### config.mk
export PLATFORM = sky130hd
export DESIGN_NAME = muldiv_unit
export DESIGN_NICKNAME = d
export VERILOG_FILES = /design/src/rtl/riscv_config_pkg.sv /design/src/rtl/riscv_types_pkg.sv /design/src/rtl/muldiv_unit.sv
export SDC_FILE = /design/constraint.sdc
export NUM_CORES = 1
export LEC_CHECK = 0
export BUFFER_PORTS_ARGS = -buffer_cell sky130_fd_sc_hd__buf_4
export CORE_UTILIZATION = 30
export CTS_CLUSTER_DIAMETER = 60
export DETAILED_ROUTE_END_ITERATION = 7
export PLACE_DENSITY = 0.42
export SYNTH_ARGS = -nofsm -noshare
export SYNTH_HDL_FRONTEND = slang
export SYNTH_SLANG_ARGS = --single-unit
### constraint.sdc
create_clock -name clk_i -period 6.4 [get_ports clk_i]
set_clock_uncertainty 0.2 [all_clocks]
set_input_delay 0.64 -clock clk_i [delete_from_list [all_inputs] [get_ports clk_i]]
set_output_delay 0.64 -clock clk_i [all_outputs]
set_load 0.02 [all_outputs]
### src/rtl/riscv_config_pkg.sv
// Core-wide configuration constants.
// MULDIV_ITERATIONS is the number of radix-2 steps of the iterative mul/div unit.
package riscv_config_pkg;

   localparam int unsigned MULDIV_ITERATIONS = 32;

endpackage

### src/rtl/riscv_types_pkg.sv
// Shared RISC-V type definitions used by the execute-stage units.
// muldiv_op_e values follow the M-extension funct3 encoding.
package riscv_types_pkg;

   typedef enum logic [2:0] {
      MD_MUL    = 3'd0,
      MD_MULH   = 3'd1,
      MD_MULHSU = 3'd2,
      MD_MULHU  = 3'd3,
      MD_DIV    = 3'd4,
      MD_DIVU   = 3'd5,
      MD_REM    = 3'd6,
      MD_REMU   = 3'd7
   } muldiv_op_e;

endpackage

### src/rtl/muldiv_unit.sv
// Iterative RV32M multiply/divide: radix-2 shift-add multiply and restoring divide; done 33 cycles after start (1 for div-by-zero/overflow).
// Holds the pipeline through stall_req_o while busy; drops the stall in DONE so the result retires with the advancing instruction.
module muldiv_unit
   import riscv_types_pkg::*;
   import riscv_config_pkg::*;
(
   input  logic        clk_i,
   input  logic        rst_ni,
   input  logic        start_i,
   input  logic [2:0]  op_i,
   input  logic [31:0] operand_a_i,
   input  logic [31:0] operand_b_i,
   input  logic        flush_i,
   output logic        stall_req_o,
   output logic        busy_o,
   output logic        done_o,
   output logic [31:0] result_o
);

   typedef enum logic [1:0] {
      IDLE = 2'd0,
      CALC = 2'd1,
      DONE = 2'd2
   } state_e;

   localparam logic [4:0] LAST_ITER = 5'(MULDIV_ITERATIONS - 1);

   state_e      state_q, state_d;
   muldiv_op_e  op_q, op_d;
   logic [63:0] acc_q, acc_d;
   logic [31:0] opb_q, opb_d;
   logic        neg_q, neg_d;
   logic        rneg_q, rneg_d;
   logic [4:0]  cnt_q, cnt_d;

   muldiv_op_e  op_in;
   logic        a_signed, b_signed, sa, sb;
   logic        div_in, div_zero, div_ovf, div_q;
   logic [31:0] mag_a, mag_b;
   logic [32:0] add_x, add_y, add_s;
   logic [63:0] prod;
   logic [31:0] quo, rem, res;

   // Input decode: sign flags and operand magnitudes captured at start.
   always_comb begin
      op_in    = muldiv_op_e'(op_i);
      a_signed = op_in inside {MD_MULH, MD_MULHSU, MD_DIV, MD_REM};
      b_signed = op_in inside {MD_MULH, MD_DIV, MD_REM};
      div_in   = op_in inside {MD_DIV, MD_DIVU, MD_REM, MD_REMU};
      sa       = a_signed & operand_a_i[31];
      sb       = b_signed & operand_b_i[31];
      mag_a    = sa ? (32'd0 - operand_a_i) : operand_a_i;
      mag_b    = sb ? (32'd0 - operand_b_i) : operand_b_i;
      div_zero = div_in & (operand_b_i == 32'd0);
      div_ovf  = (op_in inside {MD_DIV, MD_REM}) & (operand_a_i == 32'h8000_0000)
                 & (operand_b_i == 32'hFFFF_FFFF);
   end

   // Shared 33-bit adder: adds the multiplicand for multiply, subtracts the divisor for divide.
   always_comb begin
      div_q = op_q inside {MD_DIV, MD_DIVU, MD_REM, MD_REMU};
      add_x = div_q ? acc_q[63:31] : {1'b0, acc_q[63:32]};
      add_y = {1'b0, opb_q};
      add_s = add_x + (div_q ? ~add_y : add_y) + {32'd0, div_q};
   end

   always_comb begin
      state_d = state_q;
      op_d    = op_q;
      acc_d   = acc_q;
      opb_d   = opb_q;
      neg_d   = neg_q;
      rneg_d  = rneg_q;
      cnt_d   = cnt_q;
      case (state_q)
         IDLE: begin
            if (start_i && !flush_i) begin
               op_d   = op_in;
               acc_d  = {32'd0, mag_a};
               opb_d  = mag_b;
               neg_d  = sa ^ sb;
               rneg_d = sa;
               cnt_d  = 5'd0;
               state_d = CALC;
               // Special cases preload the final quotient/remainder and skip iteration.
               if (div_zero) begin
                  acc_d   = {operand_a_i, 32'hFFFF_FFFF};
                  neg_d   = 1'b0;
                  rneg_d  = 1'b0;
                  state_d = DONE;
               end else if (div_ovf) begin
                  acc_d   = {32'd0, 32'h8000_0000};
                  neg_d   = 1'b0;
                  rneg_d  = 1'b0;
                  state_d = DONE;
               end
            end
         end
         CALC: begin
            cnt_d = cnt_q + 5'd1;
            if (div_q) begin
               // Restoring step: keep the difference only when it did not borrow.
               if (!add_s[32]) begin
                  acc_d = {add_s[31:0], acc_q[30:0], 1'b1};
               end else begin
                  acc_d = {acc_q[62:0], 1'b0};
               end
            end else if (acc_q[0]) begin
               acc_d = {add_s, acc_q[31:1]};
            end else begin
               acc_d = {1'b0, acc_q[63:1]};
            end
            if (cnt_q == LAST_ITER) begin
               state_d = DONE;
            end
         end
         DONE: begin
            state_d = IDLE;
         end
         default: begin
            state_d = IDLE;
         end
      endcase
      if (flush_i) begin
         state_d = IDLE;
      end
   end

   // Sign fix-up of the unsigned magnitude result.
   always_comb begin
      prod = neg_q ? (64'd0 - acc_q) : acc_q;
      quo  = neg_q ? (32'd0 - acc_q[31:0]) : acc_q[31:0];
      rem  = rneg_q ? (32'd0 - acc_q[63:32]) : acc_q[63:32];
      res  = 32'd0;
      case (op_q)
         MD_MUL:                       res = prod[31:0];
         MD_MULH, MD_MULHSU, MD_MULHU: res = prod[63:32];
         MD_DIV, MD_DIVU:              res = quo;
         MD_REM, MD_REMU:              res = rem;
         default:                      res = 32'd0;
      endcase
   end

   always_ff @(posedge clk_i or negedge rst_ni) begin
      if (!rst_ni) begin
         state_q <= IDLE;
         op_q    <= MD_MUL;
         acc_q   <= 64'd0;
         opb_q   <= 32'd0;
         neg_q   <= 1'b0;
         rneg_q  <= 1'b0;
         cnt_q   <= 5'd0;
      end else begin
         state_q <= state_d;
         op_q    <= op_d;
         acc_q   <= acc_d;
         opb_q   <= opb_d;
         neg_q   <= neg_d;
         rneg_q  <= rneg_d;
         cnt_q   <= cnt_d;
      end
   end

   assign stall_req_o = ((state_q == IDLE) & start_i & ~flush_i) | (state_q == CALC);
   assign busy_o      = (state_q != IDLE);
   assign done_o      = (state_q == DONE) & ~flush_i;
   assign result_o    = done_o ? res : 32'd0;

endmodule

; Word-level counts from Yosys, hierarchy flattened
; Cells that the tools add are included.
[totals]
regBits = 108
out_inout_bits = 35
wordCells = 94
[op_classes]
add_sub_neg = 8
n_eq_ne = 21
n_mux = 28
bitwise_logic = 12
reduce_logical = 18
[op_table]
columns = op, n
row1 = 2-to-1 mux 64 bit, 6
row2 = 2-to-1 mux 32 bit, 6
row3 = case mux 32 bit (4 select lines), 1
row4 = case mux 64 bit (2 select lines), 1
row5 = subtractor 1 x 32 -> 32 bit (first input constant), 4
row6 = 2-to-1 mux 33 bit, 2
row7 = == test 32 bit (second input constant), 2
row8 = subtractor 1 x 64 -> 64 bit (first input constant), 1
row9 = adder 33 x 1 -> 33 bit, 1
row10 = adder 33 bit, 1
row11 = NOT 32 -> 33 bit, 1
row12 = zero test 32 bit, 1
row13 = == test 3 bit (second input constant), 8
row14 = nonzero test 4 bit, 3
row15 = 2-to-1 mux 2 bit, 5
row16 = case mux 5 bit (2 select lines), 1
row17 = == test 3 x 2 -> 1 bit (second input constant), 3
row18 = bitwise AND 1 bit, 8
row19 = == test 3 x 1 -> 1 bit (second input constant), 2
row20 = inequality test 3 bit (second input constant), 2
row21 = AND reduction 2 bit, 3
row22 = nonzero test 2 bit, 3
row23 = adder 5 x 1 -> 5 bit (second input constant), 1
row24 = == test 5 bit (second input constant), 1
row25 = other kinds (16), 20

; Longest topological paths before layout
; Gate-level depths: netlist of run 1.
[depth]
word_depth = 9
ltp_mapped = 17

; Least setup slack after synthesis of run 1
; Ideal clock, no wire load.
[synth_path]
kind = flip-flop to flip-flop
from = register op_q[2]
to = register acc_q[56]
arrival_time_ns = 4.323
t_required_ns = 6.064
setup_slack_ns = 1.741
stages_incl_launch_ff = 17
n_path_buf = 6
synth_period_minus_slack_ns = 4.659
path_cell_list = dfrtp_1 -> clkbuf_1 -> clkbuf_1 -> buf_1 -> clkbuf_1 -> xor2_1 -> ha_1 -> clkbuf_1 -> and4_1 -> and3_1 -> a32o_1 -> o21ai_0 -> nand3_1 -> nand2_1 -> buf_4 -> mux2i_1 -> o211ai_1
[synth_via]
elab_chain_len = 8
elab_cells_between_ends = 13
classes_between = add/sub (2) / eq/ne (4) / mux (6) / reduce/logical (1)
[synth_rtl]
columns = item, line_no
row1 = start: declaration, muldiv_unit.sv:29  ; muldiv_op_e op_q, op_d;
row2 = start signal: assignment, muldiv_unit.sv:155  ; op_q <= op_d;
row3 = == test 3 bit, muldiv_unit.sv:61  ; div_q = op_q inside {MD_DIV, MD_DIVU, MD_REM, MD_REMU};
row4 = nonzero test 4 bit *, muldiv_unit.sv:61
row5 = 2-to-1 mux 33 bit (on tied branches), "muldiv_unit.sv:62, muldiv_unit.sv:64"
row6 = adder 33 bit, muldiv_unit.sv:64  ; add_s = add_x + (div_q ? ~add_y : add_y) + {32'd0, div_q};
row7 = adder 33 x 1 -> 33 bit, muldiv_unit.sv:64
row8 = 2-to-1 mux 64 bit (on tied branches), "muldiv_unit.sv:108, muldiv_unit.sv:103"
row9 = 2-to-1 mux 64 bit *, muldiv_unit.sv:101  ; if (div_q) begin
row10 = case mux 64 bit (2 select lines) *, muldiv_unit.sv:75  ; case (state_q)
row11 = end signal: assignment, muldiv_unit.sv:148  ; acc_q <= 64'd0;
row12 = end signal: assignment, muldiv_unit.sv:156  ; acc_q <= acc_d;
row13 = end: declaration, muldiv_unit.sv:30  ; logic [63:0] acc_q, acc_d;
; Mark *: on every way between the ends. The rest lies on a longest branch, timed or not.
; A chain may end at the register's enable or synchronous reset.

; Worst setup path in the final report of run 1
[layout_path]
from = register op_q[2]
to = register acc_q[46]
; The elaborated chain is that of the path after synthesis.

==> flow_summary.yaml, run 1 <==
timing:
  finalWorstSetupSlack_ns: 1.290
  fin_crit_sh_pct: 79.84
  relSlewSlack_pct: 18.73
  timing_hold_violations_final: 0
  grt_setup_unrepaired: "false"
  setup_viol: 0
  fmaxAchievable_mhz: 195.7
  finalCriticalPeriod_ns: 5.110
  tns_ns: 0
  worst_pin_slew_ns: 1.215
  maxSlewViolCount: 0
cts:
  clk_latency_ns: 0.40
  cts_num_sinks: 108
  hold_buffers: 0
  cts_setup_buffers: 0
  clockBufferDepth: 2
  htree_levels: 3
  cts_resized: 0
  clkTransAtPathRegs_ns: 0.09
  tritoncts: "yes"
  numCtsBuffers: 9
  cts-root-buf: "clkbuf_16"
yosys:
  syn_nets: 1759
  yosysSeqAreaShare_pct: 21.43
  syn_area_per_cell_um2: 7.646
  synth_warnings: 0
  synth_area_um2: 12610
  synth_cell_types: 87
  synth_ff_type: "dfrtp_1"
  syn_inst: 1649
  synthArstFlopShare_pct: 100.0
  synth_xor_area_share_pct: 13.62
  synth_top_family_by_area: "compound AO/OA/AOI/OAI gates"
  synth-simple-area-share_pct: 19.11
  yosys.area_share.adder_pct: 3.930
  synth_seq_cells: 108
  synthMuxAreaShare_pct: 8.574
  synth_compound_area_share_pct: 28.15
  synth_edf_count: 0
placed_design:
  port_buffers: 105
  hpwlAfterDp_mm: 40.89
  pre_cts_slack_ns: 1.346
  place.gp.congestion: 0.9145
  numPlacedInstances: 2178
run_status:
  outcome: "finished with violations"
  violations: "design-rule violations"
finish:
  fillers: 4427
  nets: 1767
  final_core_util_pct: 34.21
  layout-drive-gt1-share_pct: 13.78
  diodes: 0
  synthToLayoutAreaGrowth_pct: 11.53
  layout_common_cells: "o21ai_0 (169), nand2_1 (159), a21oi_1 (133), buf_4 (132), xor2_1 (114)"
  final_common_cell: "o21ai_0"
  final_cells: 2194
route:
  ant_nets: 0
  wl_per_cell_um: 24.07
  vias_per_cell: 5.896
  vias: 12936
  drc_errors: 7
  firstDrtPassIters: 8
  first_iter_violations: 1055
  wl_mm: 52.81
setup_path:
  required_ns: 6.43
  end_kind: "flop"
  crit_path_max_fanout: 64
  startpoint_type: "flop"
  arrival_ns: 5.14
  critical_path_class: "flop to flop"
die:
  start_util_pct: 30.67
  die_h_um: 207.0
  coreArea_um2: 41110
  pin_count: 106
  die_x_um: 207.0
  die_area_um2: 42850
  rows: 74
global_routing:
  antenna_found_initial: 0
  grt_usage_pct: 24.36
  grt_pass1_wl_mm: 80.01
  grt_max_degree: 70
  grt_remaining_overflow: 0
  grt_pass1_vias: 12530
pwr:
  p_per_area_nw_per_um2: 434.2
  total_power_uw: 6106
  p_leak_uw: 0.005603
  power.switching_uw: 3286
  sequentialPowerShare_pct: 23.8
  clkPwrFrac_pct: 10.6
  peakVddDrop_uv: 150.7
  sw_frac_of_total_pct: 53.82
  comb_power_share_pct: 65.6
  p_int_uw: 2819
job:
  drv_cap: 0
min_path:
  hp-class: "primary input to asynchronous set/reset pin"
## sequential cells by signal (all words and copies together), names as in the netlist
signal	count
acc_q	64
opb_q	32
cnt_q	5
op_q	3
state_q	2
neg_q	1
rneg_q	1
## final timing paths
kind                           start         end  slack, ns  depth (start not counted)
max reg2reg                  op_q[2]   acc_q[46]       1.29                         12
min                           rst_ni    cnt_q[4]       0.01                          1
max                          op_q[2]   acc_q[46]       1.29                         12
max in group asynchronous     rst_ni   acc_q[57]       4.62                          2
min reg2reg                opb_q[15]   opb_q[15]       0.30                          2
min in group clk_i           flush_i  state_q[1]       0.21                          2
## critical path: stages (launching register included)
cell	delay, ns
dfrtp_4	0.96
buf_4	0.40
xor2_1	0.19
ha_1	0.34
and3_1	0.28
and3_1	0.22
a32o_1	0.22
o21ai_0	0.34
nand3_1	0.31
nand2_1	0.67
buf_4	0.38
mux2i_1	0.21
o221ai_1	0.14
## cell families after synthesis
logic type               after synthesis
XOR/XNOR                             196
AND/OR/NAND/NOR                      481
multiplexers                         103
adder cells (fa/ha/maj)               39
AO/OA/AOI/OAI                        557
buffers and inverters                165
flip-flops                           108
## synthesized netlist by cell type, drive strengths merged, types with 15 or more instances
cell / instances / area [um2]
nand4: 20 / 131.4
mux2: 40 / 450.4
o21ai: 174 / 874.6
mux2i: 63 / 630.6
xnor2: 82 / 718.2
nand3: 30 / 150.1
or3: 27 / 178.9
a22oi: 16 / 120.1
o31ai: 26 / 195.2
inv: 30 / 112.6
a221oi: 15 / 137.6
ha: 38 / 475.5
o22ai: 27 / 168.9
xor2: 114 / 998.5
buf: 16 / 90.08
a21o: 15 / 112.6
a21oi: 134 / 674.4
nor4: 17 / 127.6
o41ai: 17 / 156.4
nand2: 160 / 600.6
or4: 15 / 123.9
dfrtp: 108 / 2703
clkbuf: 119 / 450.4
nor3: 31 / 160.1
nor2: 105 / 396.6
o211ai: 15 / 112.6
## through the flow
stage               hold slack, ns  instance area, um2
floorplan                   0.1444               12610
global placement            0.2872               13740
detailed placement          0.2944               13740
CTS                        0.02923               14060
global route               0.05773               14060
finish                     0.01403               14060
## layer usage
metal	GRT usage [%]	part of all wire [%]	wire length, um	vias to the layer above
met3	2.683	5.6	2958	88
met2	38.57	45	23690	487
met4	10.06	3.8	1985	0
met5	0	0	0	-
li1	-	-	-	6095
met1	33.62	46	24170	6266
## power groups by stage
stage               clock (uW)  sequential [uW]  combinational (uW)
finish                     648             1450                4000
detailed placement           0             1450                3950
CTS                        663             1440                3960
floorplan                    0             1030                3120
global placement             0             1460                3960
global route               678             1490                4370
## area by class of cell
type                    count  area (um2)  area share, %
clock buffers               9       225.2          1.602
clock inverters             7       97.59         0.6940
inverters                  30       112.6         0.8008
multi-input cells        1376        9263          65.87
flip-flops and latches    108        2708          19.25
well taps                 532       665.6          4.734
repair buffers            132       991.0          7.047
Power figures use the tool's default switching activity.
==> inputs of run 2 (changes only) <==
Clock period 6.4 ns to 4.8 ns, I/O delays scaled along.
==> run 2 against run 1 <==
Against the previous run: the run still ends with design-rule violations left; global-route usage grew 0.78 points; sequential power grew 23%; critical path depth shrank 1; setup slack lost 1.1 ns; largest power group unchanged; worst hold slack gained 0.061 ns; die area is the same; highest routed layer unchanged; wire length grew 3.1%; largest cell class unchanged; clock power grew 31%; via count grew 0.29%.
==> flow_summary.yaml, run 2 (same netlist as run 1, synthesis figures left out) <==
setup_path:
  end_kind: "output pin"
  crit_path_max_fanout: 9
  startpoint_type: "flop"
  critical_path_class: "flop to output pin"
  cpMaxStageDelayCell: "or4_4"
  r2r_cells: 11
  r2r_start: "op_q[2]"
  required_ns: 4.12
  path_cells: "inv_1 -> ha_1 -> or3b_1 -> or3_1 -> or4_4 -> or3_4 -> o21ai_2 -> xnor2_1 -> a22oi_1 -> o22ai_1 -> buf_4"
  startpoint: "acc_q[32]"
  critPathMaxStageDelay_ns: 0.57
  arrival_ns: 3.91
die:
  die_x_um: 207.0
  die_area_um2: 42850
  die_h_um: 207.0
  pin_count: 106
  rows: 74
  coreArea_um2: 41110
  start_util_pct: 30.67
cts:
  clockBufferDepth: 2
  numCtsBuffers: 9
  cts_num_sinks: 108
  clkTransAtPathRegs_ns: 0.09
  cts-root-buf: "clkbuf_16"
  htree_levels: 3
  tritoncts: "yes"
  clk_latency_ns: 0.40
finish:
  largest_reg_flops: 64
  layout-drive-gt1-share_pct: 15.86
  largest-register: "acc_q"
  layout_common_cells: "o21ai_0 (169), buf_4 (168), nand2_1 (158), a21oi_1 (133), xor2_1 (114)"
  nets: 1807
  stdcell_area_um2: 14410
  largestRegisters: "acc_q: 64 flops, opb_q: 32 flops, cnt_q: 5 flops"
  synthToLayoutAreaGrowth_pct: 14.25
  final_cells: 2234
  diodes: 0
  final_common_cell: "o21ai_0"
run_status:
  outcome: "finished with violations"
  violations: "design-rule violations"
route:
  wl_mm: 54.43
  first_iter_violations: 1046
  wl_per_cell_um: 24.36
  drc_errors: 7
  vias_per_cell: 5.807
  firstDrtPassIters: 8
  ant_nets: 0
  vias: 12973
placed_design:
  numPlacedInstances: 2216
  place.gp.congestion: 0.9349
  port_buffers: 105
  place_area_um2: 14050
  hpwlAfterDp_mm: 42.77
pwr:
  peakVddDrop_uv: 250.7
  p_leak_uw: 0.005814
  p_per_area_nw_per_um2: 584.5
  total_power_uw: 8420
timing:
  fin_crit_sh_pct: 95.54
  finalCriticalPeriod_ns: 4.586
  maxSlewViolCount: 0
  setup_viol: 0
  relSlewSlack_pct: 19.83
  worst_pin_slew_ns: 1.198
  timing_hold_violations_final: 0
  grt_setup_unrepaired: "false"
  fmaxAchievable_mhz: 218.1
  tns_ns: 0
global_routing:
  grt_max_degree: 70
  grt_usage_pct: 25.14
  antenna_found_initial: 0
  grt_pass1_vias: 12701
  grt_pass1_wl_mm: 82.17
  grt_remaining_overflow: 0
min_path:
  holdPathStages: 2
  hp-start: "flush_i"
  hp-class: "primary input to flop"
job:
  drv_cap: 0
==> run 2: changes by cell type in the layout (fill, tap and decap cells not counted), sizes merged <==
cell and delta:
clkinv +1, buf +39, bufinv -1, clkinvlp -2, dlygate4sd3 +1, inv +2
==> run 2: timing repair <==
| item | in CTS | in global routing |
|---|---|---|
| resized for setup | 0 | 2 |
| setup endpoints to repair | 0 | 25 |
| hold endpoints to repair | 40 | 0 |
| setup buffers | 0 | 1 |
| hold buffers | 1 | 0 |
==> run 2: path summary, 6_finish.rpt <==
path	endpoint	slack (ns)
min	state_q[1]	0.07
max	result_o[30]	0.21
min reg2reg	opb_q[10]	0.30
max reg2reg	acc_q[57]	0.32
max in group asynchronous	acc_q[60]	3.03
min in group asynchronous	cnt_q[0]	0.42
==> run 2: layer usage <==
layer  wire length, um  GRT usage [%]  part of all wire (%)  vias up
li1                  -              -                     -     6198
met1             25490          35.02                    47     6244
met2             24000          39.21                    44      455
met3              2929          3.199                   5.4       76
met4              2008          10.09                   3.7        0
met5                 0              0                     0        -
==> run 2: cell type report <==
cell class	instances	area, um2
Multi-Input combinational cell	1376	9270
Tap cell	532	665.6
Clock buffer	9	225.2
Clock inverter	7	92.59
Sequential cell	108	2708
Timing Repair Buffer	172	1331
Fill cell	4424	26700
Inverter	30	112.6
==> run 2: worst max-delay path: cells and delay by family, from the launching register on <==
family                   cells  cell delay (ns)
AO/OA/AOI/OAI                3             0.50
XOR/XNOR                     1             0.07
adder cells (fa/ha/maj)      1             0.19
buffers and inverters        2             0.42
flip-flops                   1             0.50
AND/OR/NAND/NOR              4             1.84
==> run 2: power breakdown <==
| group | switching [uW] | internal (uW) | total (uW) | leakage (uW) |
|---|---|---|---|---|
| Clock | 429 | 421 | 850 | 0.000156 |
| Combinational | 3500 | 2290 | 5780 | 0.00434 |
| Sequential | 612 | 1180 | 1790 | 0.00132 |
==> run 2: stage by stage <==
stage	utilization (%)	setup slack [ns]	hold slack (ns)
CTS	34.97	0.1429	0.06144
detailed placement	34.18	0.2554	0.2942
finish	35.04	0.2141	0.07500
global route	35.04	0.01287	0.07772
global placement	34.18	0.2877	0.2805
floorplan	-	0.1410	-0.01559
